==> src/rtl/rv32_instr_encoder_if.sv <==
// Request/response bundle between the program generator and the RV32I encoder.
// The encoder takes the slave side; the generator (or bench) takes the master side.
interface rv32_instr_encoder_if;
    logic        in_valid_i;
    logic        in_ready_o;
    logic [3:0]  in_kind_i;
    logic [2:0]  in_funct3_i;
    logic        in_alt_i;
    logic [4:0]  in_rd_i;
    logic [4:0]  in_rs1_i;
    logic [4:0]  in_rs2_i;
    logic [31:0] in_imm_i;
    logic        out_valid_o;
    logic        out_ready_i;
    logic [31:0] out_instr_o;
    logic [31:0] out_addr_o;
    logic        out_last_o;
    logic        err_o;
    logic [1:0]  err_code_o;

    modport slave (
        input  in_valid_i, in_kind_i, in_funct3_i, in_alt_i, in_rd_i, in_rs1_i, in_rs2_i,
               in_imm_i, out_ready_i,
        output in_ready_o, out_valid_o, out_instr_o, out_addr_o, out_last_o, err_o, err_code_o
    );

    modport master (
        output in_valid_i, in_kind_i, in_funct3_i, in_alt_i, in_rd_i, in_rs1_i, in_rs2_i,
               in_imm_i, out_ready_i,
        input  in_ready_o, out_valid_o, out_instr_o, out_addr_o, out_last_o, err_o, err_code_o
    );
endinterface

==> src/rtl/rv32_instr_encoder.sv <==
// Sequential RV32I encoder: one symbolic request in, one or two packed words out
// with their target addresses. Rejected requests produce a one-cycle error pulse.
module rv32_instr_encoder #(
    parameter logic [31:0] BASE_ADDR = 32'h0000_0000
) (
    input  logic clk_i,
    input  logic rst_i,
    rv32_instr_encoder_if.slave bus
);
    typedef enum logic [1:0] {IDLE = 2'd0, OUT = 2'd1, OUT2 = 2'd2} state_t;

    localparam logic [3:0] K_R = 4'd0, K_OPIMM = 4'd1, K_SHIFT = 4'd2, K_LOAD = 4'd3,
                           K_STORE = 4'd4, K_BRANCH = 4'd5, K_JAL = 4'd6, K_JALR = 4'd7,
                           K_LUI = 4'd8, K_AUIPC = 4'd9, K_LI = 4'd10;

    localparam logic [6:0] OP_OP = 7'b0110011, OP_IMM = 7'b0010011, OP_LOAD = 7'b0000011,
                           OP_STORE = 7'b0100011, OP_BRANCH = 7'b1100011, OP_JAL = 7'b1101111,
                           OP_JALR = 7'b1100111, OP_LUI = 7'b0110111, OP_AUIPC = 7'b0010111;

    state_t      state_q, state_d;
    logic [31:0] instr_q, pend_q, addr_q;
    logic        last_q, err_q;
    logic [1:0]  err_code_q;

    logic        in_ready, out_valid, accept, out_fire;
    logic        illegal, range_err, align_err, bad, two_words;
    logic [1:0]  err_code;
    logic [31:0] word1, word2;
    logic        fits12, fits13, fits21;
    logic [19:0] lui_hi;

    // Short aliases for the request fields.
    logic [2:0]  f3;
    logic        alt;
    logic [4:0]  rd, rs1, rs2;
    logic [31:0] imm;

    assign f3  = bus.in_funct3_i;
    assign alt = bus.in_alt_i;
    assign rd  = bus.in_rd_i;
    assign rs1 = bus.in_rs1_i;
    assign rs2 = bus.in_rs2_i;
    assign imm = bus.in_imm_i;

    assign fits12 = (&imm[31:11]) | ~(|imm[31:11]);
    assign fits13 = (&imm[31:12]) | ~(|imm[31:12]);
    assign fits21 = (&imm[31:20]) | ~(|imm[31:20]);
    // (imm + 0x800) >> 12: adding 0x800 carries into bit 12 exactly when imm[11] is set.
    assign lui_hi = imm[31:12] + {19'd0, imm[11]};

    // Legality, range checks and word packing for the presented request.
    always_comb begin
        // NOTE: every signal gets a default before the case so no path infers a latch.
        illegal   = 1'b0;
        range_err = 1'b0;
        align_err = 1'b0;
        two_words = 1'b0;
        word1     = '0;
        word2     = {imm[11:0], rd, 3'b000, rd, OP_IMM};
        case (bus.in_kind_i)
            K_R: begin
                illegal = alt && !(f3 == 3'b000 || f3 == 3'b101);
                word1   = {1'b0, alt, 5'd0, rs2, rs1, f3, rd, OP_OP};
            end
            K_OPIMM: begin
                range_err = !fits12;
                word1     = {imm[11:0], rs1, f3, rd, OP_IMM};
            end
            K_SHIFT: begin
                illegal   = alt && (f3 != 3'b101);
                range_err = |imm[31:5];
                word1     = {1'b0, alt, 5'd0, imm[4:0], rs1, f3, rd, OP_IMM};
            end
            K_LOAD: begin
                illegal   = (f3 == 3'b011) || (f3 == 3'b110) || (f3 == 3'b111);
                range_err = !fits12;
                word1     = {imm[11:0], rs1, f3, rd, OP_LOAD};
            end
            K_STORE: begin
                illegal   = f3 > 3'b010;
                range_err = !fits12;
                word1     = {imm[11:5], rs2, rs1, f3, imm[4:0], OP_STORE};
            end
            K_BRANCH: begin
                illegal   = (f3 == 3'b010) || (f3 == 3'b011);
                range_err = !fits13;
                align_err = imm[0];
                word1     = {imm[12], imm[10:5], rs2, rs1, f3, imm[4:1], imm[11], OP_BRANCH};
            end
            K_JAL: begin
                range_err = !fits21;
                align_err = imm[0];
                word1     = {imm[20], imm[10:1], imm[11], imm[19:12], rd, OP_JAL};
            end
            K_JALR: begin
                illegal   = f3 != 3'b000;
                range_err = !fits12;
                word1     = {imm[11:0], rs1, 3'b000, rd, OP_JALR};
            end
            K_LUI: begin
                range_err = |imm[11:0];
                word1     = {imm[31:12], rd, OP_LUI};
            end
            K_AUIPC: begin
                range_err = |imm[11:0];
                word1     = {imm[31:12], rd, OP_AUIPC};
            end
            K_LI: begin
                if (fits12) begin
                    word1 = {imm[11:0], 5'd0, 3'b000, rd, OP_IMM};
                end else begin
                    word1     = {lui_hi, rd, OP_LUI};
                    two_words = |imm[11:0];
                end
            end
            default: illegal = 1'b1;
        endcase
    end

    // Error priority: illegal encoding, then misalignment over range.
    assign bad      = illegal | align_err | range_err;
    assign err_code = illegal ? 2'b01 : (align_err ? 2'b11 : (range_err ? 2'b10 : 2'b00));

    // FSM state register.
    always_ff @(posedge clk_i) begin
        // NOTE: sequential state uses <= so every flop samples pre-edge values.
        if (rst_i) state_q <= IDLE;
        else       state_q <= state_d;
    end

    // FSM next-state logic.
    always_comb begin
        state_d = state_q;
        case (state_q)
            IDLE: if (accept && !bad) state_d = OUT;
            OUT: begin
                if (bus.out_ready_i) begin
                    if (!last_q)             state_d = OUT2;
                    else if (accept && !bad) state_d = OUT;
                    else                     state_d = IDLE;
                end
            end
            OUT2: if (bus.out_ready_i) state_d = IDLE;
            default: state_d = IDLE;
        endcase
    end

    // FSM outputs; the out_ready_i -> in_ready_o path is combinational on purpose.
    always_comb begin
        out_valid = state_q != IDLE;
        in_ready  = (state_q == IDLE) || (state_q == OUT && bus.out_ready_i && last_q);
    end

    assign accept   = bus.in_valid_i && in_ready;
    assign out_fire = out_valid && bus.out_ready_i;

    // Output word, pending LI word, address counter and error reporting.
    always_ff @(posedge clk_i) begin
        if (rst_i) begin
            instr_q    <= '0;
            pend_q     <= '0;
            addr_q     <= BASE_ADDR;
            last_q     <= 1'b0;
            err_q      <= 1'b0;
            err_code_q <= 2'b00;
        end else begin
            err_q <= accept && bad;
            if (accept && bad) err_code_q <= err_code;
            if (out_fire)      addr_q     <= addr_q + 32'd4;
            if (accept && !bad) begin
                instr_q <= word1;
                pend_q  <= word2;
                last_q  <= !two_words;
            end else if (out_fire && !last_q) begin
                instr_q <= pend_q;
                last_q  <= 1'b1;
            end
        end
    end

    assign bus.in_ready_o  = in_ready;
    assign bus.out_valid_o = out_valid;
    assign bus.out_instr_o = instr_q;
    assign bus.out_addr_o  = addr_q;
    assign bus.out_last_o  = last_q;
    assign bus.err_o       = err_q;
    assign bus.err_code_o  = err_code_q;
endmodule

==> src/flat_wrapper.sv <==
// flat-port wrapper written by rule: the top's interface ports become plain ports
module rv32_instr_encoder_flat 
#(
    parameter logic [31:0] BASE_ADDR = 32'h0000_0000
)
  (clk_i, rst_i, bus_in_valid_i, bus_in_kind_i, bus_in_funct3_i, bus_in_alt_i, bus_in_rd_i, bus_in_rs1_i, bus_in_rs2_i, bus_in_imm_i, bus_out_ready_i, bus_in_ready_o, bus_out_valid_o, bus_out_instr_o, bus_out_addr_o, bus_out_last_o, bus_err_o, bus_err_code_o);
  rv32_instr_encoder_if bus_i ();
  input  logic clk_i;
  input  logic rst_i;
  input wire logic [$bits(bus_i.in_valid_i)-1:0] bus_in_valid_i;
  input wire logic [$bits(bus_i.in_kind_i)-1:0] bus_in_kind_i;
  input wire logic [$bits(bus_i.in_funct3_i)-1:0] bus_in_funct3_i;
  input wire logic [$bits(bus_i.in_alt_i)-1:0] bus_in_alt_i;
  input wire logic [$bits(bus_i.in_rd_i)-1:0] bus_in_rd_i;
  input wire logic [$bits(bus_i.in_rs1_i)-1:0] bus_in_rs1_i;
  input wire logic [$bits(bus_i.in_rs2_i)-1:0] bus_in_rs2_i;
  input wire logic [$bits(bus_i.in_imm_i)-1:0] bus_in_imm_i;
  input wire logic [$bits(bus_i.out_ready_i)-1:0] bus_out_ready_i;
  output wire logic [$bits(bus_i.in_ready_o)-1:0] bus_in_ready_o;
  output wire logic [$bits(bus_i.out_valid_o)-1:0] bus_out_valid_o;
  output wire logic [$bits(bus_i.out_instr_o)-1:0] bus_out_instr_o;
  output wire logic [$bits(bus_i.out_addr_o)-1:0] bus_out_addr_o;
  output wire logic [$bits(bus_i.out_last_o)-1:0] bus_out_last_o;
  output wire logic [$bits(bus_i.err_o)-1:0] bus_err_o;
  output wire logic [$bits(bus_i.err_code_o)-1:0] bus_err_code_o;
  assign bus_i.in_valid_i = bus_in_valid_i;
  assign bus_i.in_kind_i = bus_in_kind_i;
  assign bus_i.in_funct3_i = bus_in_funct3_i;
  assign bus_i.in_alt_i = bus_in_alt_i;
  assign bus_i.in_rd_i = bus_in_rd_i;
  assign bus_i.in_rs1_i = bus_in_rs1_i;
  assign bus_i.in_rs2_i = bus_in_rs2_i;
  assign bus_i.in_imm_i = bus_in_imm_i;
  assign bus_i.out_ready_i = bus_out_ready_i;
  assign bus_in_ready_o = bus_i.in_ready_o;
  assign bus_out_valid_o = bus_i.out_valid_o;
  assign bus_out_instr_o = bus_i.out_instr_o;
  assign bus_out_addr_o = bus_i.out_addr_o;
  assign bus_out_last_o = bus_i.out_last_o;
  assign bus_err_o = bus_i.err_o;
  assign bus_err_code_o = bus_i.err_code_o;
  rv32_instr_encoder #(.BASE_ADDR(BASE_ADDR)) u_core (.clk_i(clk_i), .rst_i(rst_i), .bus(bus_i));
endmodule
==> config.mk <==
export PLATFORM = sky130hd
export DESIGN_NAME = rv32_instr_encoder_flat
export DESIGN_NICKNAME = d
export VERILOG_FILES = /design/src/rtl/rv32_instr_encoder_if.sv /design/src/rtl/rv32_instr_encoder.sv /design/src/flat_wrapper.sv
export SDC_FILE = /design/constraint.sdc
export NUM_CORES = 1
export LEC_CHECK = 0
export BUFFER_PORTS_ARGS = -buffer_cell sky130_fd_sc_hd__clkbuf_2
export CORE_MARGIN = 2
export CORE_UTILIZATION = 48
export CTS_CLUSTER_SIZE = 24
export DETAILED_ROUTE_END_ITERATION = 8
export GPL_TIMING_DRIVEN = 0
export PLACE_DENSITY = 0.76
export SLEW_MARGIN = 20
export SYNTH_ARGS = -nofsm -noshare
export SYNTH_HDL_FRONTEND = slang
export SYNTH_SLANG_ARGS = --single-unit
==> constraint.sdc <==
create_clock -name clk_i -period 1.8 [get_ports clk_i]
set_input_delay 0 -clock clk_i [delete_from_list [all_inputs] [get_ports clk_i]]
set_output_delay 0 -clock clk_i [all_outputs]
set_load 0.05 [all_outputs]
### Word level (Yosys, flattened, before mapping)

Index checks and enable logic that the tools add are counted.

| operators by class | value |
|---|---|
| add/sub/neg operators | 2 |
| multipliers | 0 |
| divide/modulo/power cells | 0 |
| $lt $le $gt $ge | 1 |
| equality and inequality tests | 21 |
| shift-type cells | 0 |
| multiplexer cells | 20 |
| bitwise logic cells | 8 |
| reductions and logical operators | 40 |

Operators by type and width:

| cell | number |
|---|---|
| $pmux 32 s11 | 1 |
| $mux 32 | 3 |
| $add 32x3->32 const B | 1 |
| $reduce_or 27->1 | 1 |
| $reduce_or 12->1 | 2 |
| $reduce_and 21->1 | 1 |
| $reduce_or 21->1 | 1 |
| $add 20x1->20 | 1 |
| $reduce_and 20->1 | 1 |
| $reduce_or 20->1 | 1 |
| $eq 4x3->1 const B | 4 |
| $mux 2 | 7 |
| $eq 4x4->1 const B | 3 |
| $reduce_and 12->1 | 1 |
| $eq 3x3->1 const B | 3 |
| $logic_and 1x1->1 | 9 |
| $eq 4x2->1 const B | 2 |
| $logic_not 1->1 | 7 |
| $pmux 1 s7 | 1 |
| $eq 3x2->1 const B | 2 |
| $mux 1 | 6 |
| $pmux 2 s3 | 1 |
| $logic_or 1x1->1 | 5 |
| $or 1x1->1 | 5 |
| other kinds (18) | 23 |

| word-level totals | value |
|---|---|
| register bits | 95 |
| bits in latches | 0 |
| bits in writable memories | 0 |
| ROM bits | 0 |
| output and inout bits | 70 |
| word-level logic and storage cells | 99 |
| memories | 0 |

### Logic depth before layout (Yosys ltp)

Gate-level depths: netlist (run 1).

| logic depth | value |
|---|---|
| depth after elaboration | 13 |
| depth in mapped cells | 11 |
| depth with buffers taken out | 8 |

### Least setup slack after synthesis (run 1)

Ideal clock, no wire load.

| timing | value |
|---|---|
| kind | register -> register |
| start | register u_core.last_q, in the netlist u_core.bus.out_last_o |
| end | register u_core.instr_q[30], in the netlist u_core.bus.out_instr_o[30] |
| data arrival time | 2985 ps |
| slack | -1319 ps |
| stages on the path, launching flop included | 9 |
| period minus slack after synthesis | 3119 ps |
| path through | dfxtp_1 > nand2_1 > a21oi_1 > nand2_1 > or3_1 > buf_2 > nor2_1 > buf_2 > a311oi_1 |

| between the ends | value |
|---|---|
| cells in the longest elaborated chain, start to end | 5 |
| elaborated cells on any way between the ends | 8 |
| classes of those cells | mux (1); reduce/logical (7) |

Ends and longest elaborated chain:

| item | RTL line | text |
|---|---|---|
| from (decl) | rv32_instr_encoder.sv:22 | `logic last_q, err_q;` |
| from (signal assigned) | rv32_instr_encoder.sv:173 | `last_q <= !two_words;` |
| $logic_and 1x1->1 * | rv32_instr_encoder.sv:151 | `in_ready = (state_q == IDLE) \|\| (state_q == OUT && bus.out_ready_i && last_q);` |
| $logic_or 1x1->1 * | rv32_instr_encoder.sv:151 |  |
| named net bus_in_ready_o | flat_wrapper.sv:19 | `output wire logic [$bits(bus_i.in_ready_o)-1:0] bus_in_ready_o;` |
| $logic_and 1x1->1 * | rv32_instr_encoder.sv:154 | `assign accept = bus.in_valid_i && in_ready;` |
| $logic_and 1x1->1 * | rv32_instr_encoder.sv:170 | `if (accept && !bad) begin` |
| $mux 32 / $reduce_bool 2->1 (equally long branches) | - |  |
| to (signal assigned) | rv32_instr_encoder.sv:171 | `instr_q <= word1;` |
| to (signal assigned) | rv32_instr_encoder.sv:175 | `instr_q <= pend_q;` |
| to (decl) | rv32_instr_encoder.sv:21 | `logic [31:0] instr_q, pend_q, addr_q;` |

The timed path passes the listed nets; every way through them passes the cells marked *.
A chain may end at the register's enable or synchronous reset.

### Worst setup path in the final report (run 1)

| timing | value |
|---|---|
| start | input port bus_in_imm_i[11] |
| end | register u_core.instr_q[23], in the netlist u_core.bus.out_instr_o[23] |

| between the ends | value |
|---|---|
| cells in the longest elaborated chain, start to end | 9 |
| elaborated cells on any way between the ends | 16 |
| classes of those cells | add/sub (1); mux (4); bitwise (3); reduce/logical (8) |

Ends and longest elaborated chain:

| item | RTL line | text |
|---|---|---|
| from (decl) | flat_wrapper.sv:17 | `input wire logic [$bits(bus_i.in_imm_i)-1:0] bus_in_imm_i;` |
| parallel branches: the longest is 9 deep, another holds $add 20x1->20 | - |  |

Several ways; the timed one is not identified.

==> impl_metrics.tcl, run 1 <==
set metrics [dict create \
    io_buffer_count 121 \
    postRouteAntennaNets 0 \
    n_antenna_cell 0 \
    numCtsBuffers 9 \
    dp_cells 915 \
    final_core_util 0.735 \
    tightest_slew_ns 0.828 \
    synth_area_leaders "dfxtp_1, nand2_1, a21oi_1" \
    end_kind "flop" \
    ys_seq_area_frac 0.343 \
    hp-class "in2reg" \
    max_freq_mhz 518 \
    die_area_sq_um 11200 \
    synth_ff_type "dfxtp_1" \
    worstSkewPairLatency_ns 0.36 \
    cts_max_level 3 \
    rsz0062_at_grt "yes" \
    cts_root_buffer "clkbuf_8" \
    io_pins 129 \
    grtUsageTotal 0.320 \
    cp.arrival_ns 2.14 \
    cp_cell_sequence "buf_8 > or4_4 > or4_4 > a22oi_2 > nand4_1 > buf_4 > nor2_4 > clkbuf_16 > a211oi_2" \
    initial_utilization 0.488 \
    ys_seq_elements 85 \
    hpwlAfterDp_um 13300 \
    period_minus_slack_ns 1.93 \
    p_per_area_nw_per_um2 654 \
    hold_ws_ns 0.0524 \
    nets 922 \
    ff2ff_setup_slack_ns -0.08 \
    routed-wl-met3_um 1880 \
    slew_violations 0 \
    setup_viol 41 \
    hold_start "bus_in_imm_i[11]" \
    crit_fanout 5 \
    drt_iter0_drc 784 \
    outcome "complete, but fails checks" \
    fillers 743 \
    grt_max_degree 16 \
    stdcell_count 1000 \
    slowest_stage "or4_4" \
    path_clk_slew_ns 0.09 \
    holdPathStages 4 \
    drt-met1-wl_um 8090 \
    synth_cell_type_count 64 \
    syn_area_sq_um 4970 \
    cts.path.max_buffers 2 \
    cts_tree "done" \
    r2r-end "u_core.bus.out_instr_o[23]" \
    async_flop_share 0 \
    crit_top_cell "or4_4" \
    fp-row-count 37 \
    grt.overflow.total 0 \
    timing.critical_path.from_type "input pin" \
    max-cap-violations 0 \
    path_class "in2reg" \
    num_vias 6234 \
    top_layer "met4" \
    synth_cells 657 \
    final-hold-violation-count 0 \
    clock_sinks 85 \
    finalWeightedCongestion 0.956 \
    areaGrowthSynthToFinish_pct 50.8 \
    power_leakage_nw 3.00 \
    timing.slew.headroom 0.448 \
    cp.buffers_inverters 3 \
    fin_crit_sh 1.07 \
    vias_per_cell 6.23 \
    hold_path_end "u_core.pend_q[31]" \
    core_area_sq_um 10200 \
    grt_pass1_vias 5456 \
    finalSetupTns_ns -2.89 \
    ir_drop_mv 0.466 \
    wl_um 19700 \
    reg2reg_depth 8 \
    synth_top_area_frac 0.343 \
    drc 0 \
    first_pass_iters 6 \
    path_delay_family "simple AND/OR/NAND/NOR gates" \
    die_w_um 106 \
    syn_area_per_cell_sq_um 7.56 \
    wl_met2_um 9170 \
    required_ns 2.01 \
    antenna_found_initial 0 \
    place_ws_ns -1.06 \
    die_h_um 106 \
    slowest_delay_ns 0.51 \
    drive_gt1_frac 0.397 \
    r2r_start "u_core.bus.out_last_o" \
    fin_skew_ns 0.0142 \
    violations "setup timing" \
    synth_top_cell_by_area "dfxtp_1" \
    yosys_warnings 0 \
    synth_edf_count 0 \
    grt_first_pass_wirelength_um 28400 \
    wl_per_cell_um 19.7 \
    fin_ws_ns -0.132 \
]
==> metrics by stage <==
stage	instance area [sq um]	total power, mW
floorplan	5150	2.84
global placement	5930	3.19
detailed placement	5930	3.21
CTS	6730	4.60
global route	7490	5.06
finish	7490	4.90
==> layer usage <==
layer / GRT usage / vias up
met3: 0.0489 / 51
met2: 0.509 / 373
met1: 0.447 / 2986
met5: 0 / -
met4: 0.0977 / 0
li1: - / 2824
==> report_power, final <==
part / internal, mW / switching [mW] / leakage, nW
Clock: 0.513 / 0.746 / 0.0799
Sequential: 1.95 / 0.0596 / 0.703
Combinational: 0.600 / 1.03 / 2.22
Total: 3.07 / 1.83 / 3.00
==> synthesized netlist by cell type, drive strengths merged, types with 8 or more instances <==
library cell / n
o211ai: 8
buf: 21
xor2: 21
dfxtp: 85
nand2: 79
clkbuf: 25
a311oi: 18
nor4: 12
xnor2: 12
and3: 8
nand3: 39
a21oi: 58
a22oi: 16
nand4: 9
nor2: 73
nor3: 16
inv: 12
o21ai: 47
or3: 12
==> registers in the layout, summed over array words and instances (netlist names) <==
signal,cells
u_core.bus.err_code_o,2
u_core.bus.err_o,1
u_core.bus.out_addr_o,30
u_core.bus.out_instr_o,31
u_core.bus.out_last_o,1
u_core.pend_q,18
u_core.state_q,2
==> kinds of logic (layout without fill, tap and decap cells) <==
logic type      Yosys count  after routing  share of synthesized area
other cells               1              2                   0.000755
mux                       6              6                     0.0123
compound gates          193            193                      0.253
fa+ha+maj                 4              4                     0.0101
buf+inv                  58            264                     0.0542
simple gates            277            277                      0.268
xor+xnor                 33             33                     0.0582
flops                    85             85                      0.343
==> area by class of cell <==
cell class | instances | area (sq um) | share of cell area
buffer | 45 | 390 | 0.0521
clock buffer | 10 | 128 | 0.0170
clock inverter | 6 | 46.3 | 0.00618
inverter | 12 | 45.0 | 0.00601
multi-input combinational | 515 | 3630 | 0.484
sequential | 85 | 1760 | 0.235
tap | 136 | 170 | 0.0227
timing repair buffer | 191 | 1320 | 0.177
==> repair_timing <==
action | in CTS | in global routing
gates cloned | 1 | 7
gates resized for setup | 78 | 115
endpoints found under the setup margin | 63 | 64
hold endpoints to repair | 23 | 1
pin swaps | 20 | 37
hold buffers | 19 | 1
setup buffers | 22 | 20
==> placed cells by master, fill, tap and decap left out, types with 7 or more instances in the layout <==
cell type      synthesis  routed
buf_4                  6      46
nand2_1               78      73
nor3_4                 0       9
dlygate4sd3_1          0      20
buf_6                  2      12
xnor2_1               12      11
dfxtp_4                0      13
clkbuf_2               0     121
nand4_1                9       9
nand3_1               39      32
nor4_1                11       8
o21ai_2                0      18
clkbuf_8               0      10
xor2_1                21      21
nor2_1                73      64
o211ai_1               8       8
or3_1                 12       8
a311oi_1              18       8
inv_1                 12      11
nor2_4                 0       7
a22oi_1               15      15
and3_1                 8       8
dfxtp_1               85      66
a21oi_1               58      54
a311oi_2               0      10
clkbuf_1              25      12
o21ai_0               45      25
==> worst register-to-register path: stages, from the launching register on <==
cell       delay, ns
dfxtp_4         0.36
nand2_2         0.06
a21oi_4         0.22
nand2_4         0.10
or3_4           0.35
buf_6           0.16
nor2_4          0.21
clkbuf_16       0.20
a211oi_2        0.07
==> worst max path at each step <==
stage	startpoint	end	slack [ns]	depth (start not counted)
floorplan	u_core.bus.out_last_o	u_core.bus.out_instr_o[12]	-0.24	7
global placement	bus_in_kind_i[3]	u_core.pend_q[25]	-1.14	11
detailed placement	bus_in_kind_i[3]	u_core.pend_q[23]	-1.06	11
CTS	bus_in_imm_i[11]	u_core.bus.out_instr_o[5]	-0.06	8
global route	bus_in_imm_i[11]	u_core.bus.out_instr_o[12]	-0.17	8
finish	bus_in_imm_i[11]	u_core.bus.out_instr_o[23]	-0.13	9
(Power assumes the default switching activity.)
==> inputs of run 2 (changes only) <==
--- a/config.mk
+++ b/config.mk
@@ -6,12 +6,13 @@
 export NUM_CORES = 1
 export LEC_CHECK = 0
 export BUFFER_PORTS_ARGS = -buffer_cell sky130_fd_sc_hd__clkbuf_2
-export CORE_MARGIN = 2
-export CORE_UTILIZATION = 48
+export CELL_PAD_IN_SITES_DETAIL_PLACEMENT = 0
+export CELL_PAD_IN_SITES_GLOBAL_PLACEMENT = 2
+export CORE_UTILIZATION = 27
 export CTS_CLUSTER_SIZE = 24
 export DETAILED_ROUTE_END_ITERATION = 8
 export GPL_TIMING_DRIVEN = 0
-export PLACE_DENSITY = 0.76
+export PLACE_DENSITY_LB_ADDON = 0.1
 export SLEW_MARGIN = 20
 export SYNTH_ARGS = -nofsm -noshare
 export SYNTH_HDL_FRONTEND = slang
==> run 2 against run 1 <==
Against the previous run: the run still ends with setup timing left; sequential share of layout area down 0.55 points; clock skew decreased by 0.0074 ns; cell count grew 9.3%; clock power up 58%.
==> impl_metrics.tcl, run 2 (synthesized netlist as in run 1, its figures left out) <==
set metrics [dict create \
    p_int_mw 3.74 \
    drt_iter0_drc 516 \
    grtUsageTotal 0.231 \
    p_comb_frac 0.281 \
    final_common_cell "clkbuf_2" \
    fin_skew_ns 0.00684 \
    initial_utilization 0.276 \
    crit_cells 10 \
    wl_um 21800 \
    violations "setup timing" \
    wl_per_cell_um 20.0 \
    hold_start "bus_in_imm_i[0]" \
    antenna_found_initial 0 \
    critPathLaunch "bus_in_imm_i[11]" \
    r2r_start "u_core.bus.out_last_o" \
    drive_gt1_frac 0.402 \
    nets 922 \
    drc 0 \
    dp_cells 1008 \
    placed_area_sq_um 6050 \
    slew_violations 0 \
    p_sw_frac 0.329 \
    crit_fanout 5 \
    n_antenna_cell 0 \
    holdPathStages 3 \
    end_kind "flop" \
    p_per_area_nw_per_um2 727 \
    fin_crit_sh 1.09 \
    grt_max_degree 14 \
    cts_root_buffer "clkbuf_16" \
    numCtsBuffers 9 \
    setup_viol 49 \
    layout_common_cells "clkbuf_2, nand2_1, dfxtp_1, nor2_1, buf_4" \
    path_class "in2reg" \
    seqPwrFrac 0.361 \
    timing.slew.headroom 0.401 \
    final-hold-violation-count 0 \
    max-cap-violations 0 \
    final_core_util 0.426 \
    io_buffer_count 121 \
    hpwlAfterDp_um 15600 \
    reg2reg_depth 9 \
    finalWeightedCongestion 0.831 \
    place_ws_ns -1.15 \
    ir_drop_mv 0.521 \
    cts_max_level 3 \
    grt.overflow.total 0 \
    finalSetupTns_ns -3.90 \
    cts.path.max_buffers 2 \
    clock_sinks 85 \
    die_area_sq_um 18900 \
    areaGrowthSynthToFinish_pct 54.4 \
    final_area_sq_um 7670 \
    stdcell_count 1093 \
    worstSkewPairLatency_ns 0.34 \
    cp.buffers_inverters 4 \
    slowest_delay_ns 0.52 \
    power_leakage_nw 3.02 \
    slowest_stage "or4_1" \
    period_minus_slack_ns 1.96 \
    grt_pass1_vias 5499 \
    die_w_um 138 \
    grt_first_pass_wirelength_um 32200 \
    postRouteAntennaNets 0 \
    vias_per_cell 5.43 \
    p_clk_frac 0.358 \
    cp.arrival_ns 2.14 \
    largest_reg_flops 31 \
    timing.critical_path.from_type "input pin" \
    hold_ws_ns 0.000922 \
    cts_tree "done" \
    cp_cell_sequence "clkbuf_16 > or4_1 > or4_4 > a22oi_2 > nand4_1 > buf_4 > nor2_4 > buf_6 > buf_8 > a311oi_1" \
    num_vias 5930 \
    path_delay_family "simple AND/OR/NAND/NOR gates" \
    p_total_mw 5.58 \
    switchingPower_mw 1.83 \
    io_pins 129 \
    path_clk_slew_ns 0.06 \
    core_area_sq_um 18000 \
    fp-row-count 49 \
    cts-hold-fix-buffers 17 \
    first_pass_iters 9 \
    rsz0062_at_grt "yes" \
    fin_ws_ns -0.164 \
    hp-class "in2reg" \
    required_ns 1.98 \
    max_freq_mhz 509 \
    tightest_slew_ns 0.899 \
    outcome "complete, but fails checks" \
    die_h_um 138 \
]
==> run 2: power by group through the flow <==
| stage | logic [mW] | registers (mW) | clock network, mW |
|---|---|---|---|
| 2_1_floorplan | 0.572 | 2.27 | 0 |
| 3_3_place_gp | 1.21 | 2.06 | 0 |
| 3_5_place_dp | 1.21 | 2.06 | 0 |
| 4_1_cts | 1.41 | 2.01 | 2.04 |
| 5_1_grt | 1.66 | 2.03 | 2.11 |
| 6_report | 1.57 | 2.02 | 1.99 |
==> run 2: timing repair <==
action,CTS,global route
cloned,2,1
hold endpoints to repair,21,1
pin swaps,20,24
gates resized for setup,97,89
setup endpoints to repair,63,65
buffers inserted,31,20
==> run 2: routing by layer <==
layer,GRT usage,vias to the layer above,part of all wire
met5,0,-,0
met4,0.0525,0,0.016
li1,-,2820,-
met1,0.337,2852,0.48
met2,0.338,236,0.43
met3,0.0515,22,0.076
==> run 2: worst paths after layout <==
check,end,slack [ns]
max reg2reg,u_core.bus.out_instr_o[30],-0.09
max,u_core.bus.out_instr_o[30],-0.16
min reg2reg,u_core.pend_q[19],0.46
min,u_core.pend_q[20],0.0009
==> run 2: area by class of cell <==
type	count	area [sq um]
Fill cell	1896	10400
Multi-Input combinational cell	515	3600
Sequential cell	85	1760
Timing Repair Buffer	191	1270
Buffer	45	383
Tap cell	229	287
Clock buffer	13	282
Inverter	12	48.8
Clock inverter	3	40.0
==> run 2: worst reg2reg max path: cells and delay by family (launching register included) <==
kind | cells | cell delay, ns
simple gates | 4 | 0.68
buf+inv | 3 | 0.40
flops | 1 | 0.36
compound gates | 2 | 0.31
==> inputs of run 3 (changes only) <==
--- a/config.mk
+++ b/config.mk
@@ -5,10 +5,11 @@
 export SDC_FILE = /design/constraint.sdc
 export NUM_CORES = 1
 export LEC_CHECK = 0
+export ABC_AREA = 1
 export BUFFER_PORTS_ARGS = -buffer_cell sky130_fd_sc_hd__clkbuf_2
 export CELL_PAD_IN_SITES_DETAIL_PLACEMENT = 0
 export CELL_PAD_IN_SITES_GLOBAL_PLACEMENT = 2
-export CORE_UTILIZATION = 27
+export CORE_UTILIZATION = 25
 export CTS_CLUSTER_SIZE = 24
 export DETAILED_ROUTE_END_ITERATION = 8
 export GPL_TIMING_DRIVEN = 0
==> run 3 against run 2 <==
Against the previous run: the run now ends clean; final area down 4.9%; first-iteration DRC count down 49%; combinational power down 13%; flip-flop and latch count unchanged; non-clock buffer count down 41; sequential power about the same; critical path type is now reg2reg; critical endpoint is now u_core.bus.out_addr_o[27].
==> impl_metrics.tcl, run 3 <==
set metrics [dict create \
    outcome "finished, final reports clean" \
    async_flop_share 0 \
    die_w_um 146 \
    regArea_sq_um 1730 \
    wl_met2_um 9590 \
    routed-wl-met3_um 517 \
    cp_cell_sequence "inv_4 > nand2_8 > nand2_4 > nor2_4 > nand2_4 > nor2_4 > inv_2 > nor3_4 > nand2_2 > nor2_4 > nand2_2 > xor2_1 > nor2_1" \
    cts.path.max_buffers 2 \
    finalWeightedCongestion 0.866 \
    finalSetupTns_ns 0 \
    rsz0062_at_grt "yes" \
    synthTopCellsByCount "nand2_1, nor2_1, inv_1" \
    grt_first_pass_wirelength_um 31300 \
    hpwlAfterDp_um 15600 \
    drt-met1-wl_um 9410 \
    synth_cells 836 \
    final_common_cell "nand2_1" \
    postRouteAntennaNets 0 \
    layout_common_cells "nand2_1, clkbuf_2, nor2_1, inv_1, dfxtp_1" \
    top_layer "met4" \
    place_ws_ns -0.870 \
    switchingPower_mw 1.80 \
    hp-class "in2reg" \
    nets 1077 \
    num_vias 5802 \
    power_leakage_nw 3.30 \
    p_int_mw 3.58 \
    drc 0 \
    grt.overflow.total 0 \
    grt_pass1_vias 5604 \
    seqPwrFrac 0.378 \
    timing.critical_path.from_type "flop" \
    core_area_sq_um 20200 \
    max-cap-violations 0 \
    io_buffer_count 121 \
    antenna_found_initial 0 \
    fillers 2344 \
    fp-row-count 52 \
    crit_cells 13 \
    initial_utilization 0.256 \
    cts_tree "done" \
    yosysMostFrequentCell "nand2_1" \
    crit_top_cell "nor2_4" \
    slowest_delay_ns 0.37 \
    reg2reg_depth 13 \
    wl_per_cell_um 15.4 \
    grtUsageTotal 0.190 \
    p_comb_frac 0.253 \
    cp.arrival_ns 1.99 \
    required_ns 2.03 \
    final_core_util 0.360 \
    wl_um 19900 \
    first_pass_iters 5 \
    die_h_um 146 \
    period_minus_slack_ns 1.76 \
    largest_reg_flops 31 \
    multi_input_area_sq_um 3280 \
    yosys_warnings 0 \
    fin_skew_ns 0.0102 \
    final-hold-violation-count 0 \
    cts_max_level 3 \
    slew_violations 0 \
    areaGrowthSynthToFinish_pct 40.9 \
    fin_ws_ns 0.0411 \
    syn_area_sq_um 5170 \
    ys_seq_area_frac 0.329 \
    numCtsBuffers 9 \
    setup_viol 0 \
    end_kind "flop" \
    cts_root_buffer "clkbuf_16" \
    p_sw_frac 0.335 \
    io_pins 129 \
    n_antenna_cell 0 \
    ys_seq_elements 85 \
    dp_cells 1228 \
    path_delay_family "simple AND/OR/NAND/NOR gates" \
    tightest_slew_ns 0.712 \
    holdPathStages 5 \
    path_class "reg2reg" \
    synth_top_cell_by_area "dfxtp_1" \
    fin_crit_sh 0.977 \
    crit_fanout 4 \
    timing.slew.headroom 0.526 \
    synth_area_leaders "dfxtp_1, nand2_1, nor2_1" \
    worstSkewPairLatency_ns 0.35 \
    syn_area_per_cell_sq_um 6.19 \
    path_clk_slew_ns 0.07 \
    grt_max_degree 16 \
    max_freq_mhz 569 \
    slowest_stage "dfxtp_4" \
    ir_drop_mv 0.302 \
    drive_gt1_frac 0.258 \
    p_per_area_nw_per_um2 738 \
    stdcell_count 1289 \
    synth_edf_count 0 \
    drt_iter0_drc 264 \
    cp.buffers_inverters 2 \
    p_clk_frac 0.368 \
    synth_cell_type_count 40 \
    p_total_mw 5.38 \
    synth_ff_type "dfxtp_1" \
    synth_top_area_frac 0.329 \
    die_area_sq_um 21300 \
    vias_per_cell 4.50 \
    clock_sinks 85 \
]
==> run 3: cell types whose count changed in the layout (fill, tap and decap cells not counted), moves of 11 or more <==
cell,before,now
a21oi_2,11,0
o21ai_0,25,58
a22oi_1,14,1
nor2_1,63,115
buf_6,16,5
dfxtp_1,66,77
a311oi_1,14,0
inv_1,11,82
nand2_1,74,211
buf_4,49,32
==> run 3: final cells by class <==
type,instances,share of cell area
Clock inverter,6,0.00927
Tap cell,270,0.0463
Buffer,29,0.0297
Sequential cell,85,0.237
Clock buffer,10,0.0343
Inverter,94,0.0501
Timing Repair Buffer,166,0.143
Multi-Input combinational cell,629,0.450
==> run 3: per-layer routing <==
layer,vias up,global-route usage
met2,132,0.320
met1,2595,0.252
li1,3054,-
met3,21,0.0213
met4,0,0.0579
met5,-,0
==> run 3: final timing paths <==
kind | to | slack, ns | from
max | u_core.bus.out_addr_o[27] | 0.04 | u_core.state_q[0]
min reg2reg | u_core.bus.out_instr_o[13] | 0.46 | u_core.bus.out_instr_o[13]
min | u_core.bus.err_code_o[1] | 0.04 | bus_in_valid_i
max reg2reg | u_core.bus.out_addr_o[27] | 0.04 | u_core.state_q[0]
==> run 3: per-stage QoR <==
step                hold slack, ns  area, sq um
floorplan                    0.143         5280
detailed placement           0.280         6230
finish                      0.0423         7290
global placement             0.274         6230
global route                0.0727         7290
CTS                         0.0339         7000
==> run 3: tightest hold or removal path, delay by kind of cell <==
family | cells | cell delay (ns)
compound gates | 2 | 0.12
buf+inv | 1 | 0.09
simple gates | 2 | 0.14
==> run 3: power groups by stage <==
stage	clock network [mW]	registers [mW]	logic, mW
2_1_floorplan	0	2.34	0.554
3_3_place_gp	0	2.08	1.23
3_5_place_dp	0	2.08	1.22
4_1_cts	2.06	2.04	1.31
5_1_grt	2.14	2.05	1.49
6_report	1.98	2.04	1.36
==> run 3: cells by family after synthesis <==
logic type	after synthesis	synth area share
and+or+nand+nor	451	0.363
AOI/OAI and AO/OA	147	0.156
buffers and inverters	123	0.0989
DFF	85	0.329
xor gates and xnor gates	25	0.0423
adders and majority gates	4	0.00967
other	1	0.000725
==> run 3: timing repair <==
item | in CTS | in global routing
pin swaps | 11 | 25
endpoints found under the hold margin | 18 | 0
gates cloned | 1 | 1
resized for setup | 49 | 50
buffers inserted | 11 | 14
hold buffers | 18 | 0
endpoints found under the setup margin | 68 | 51
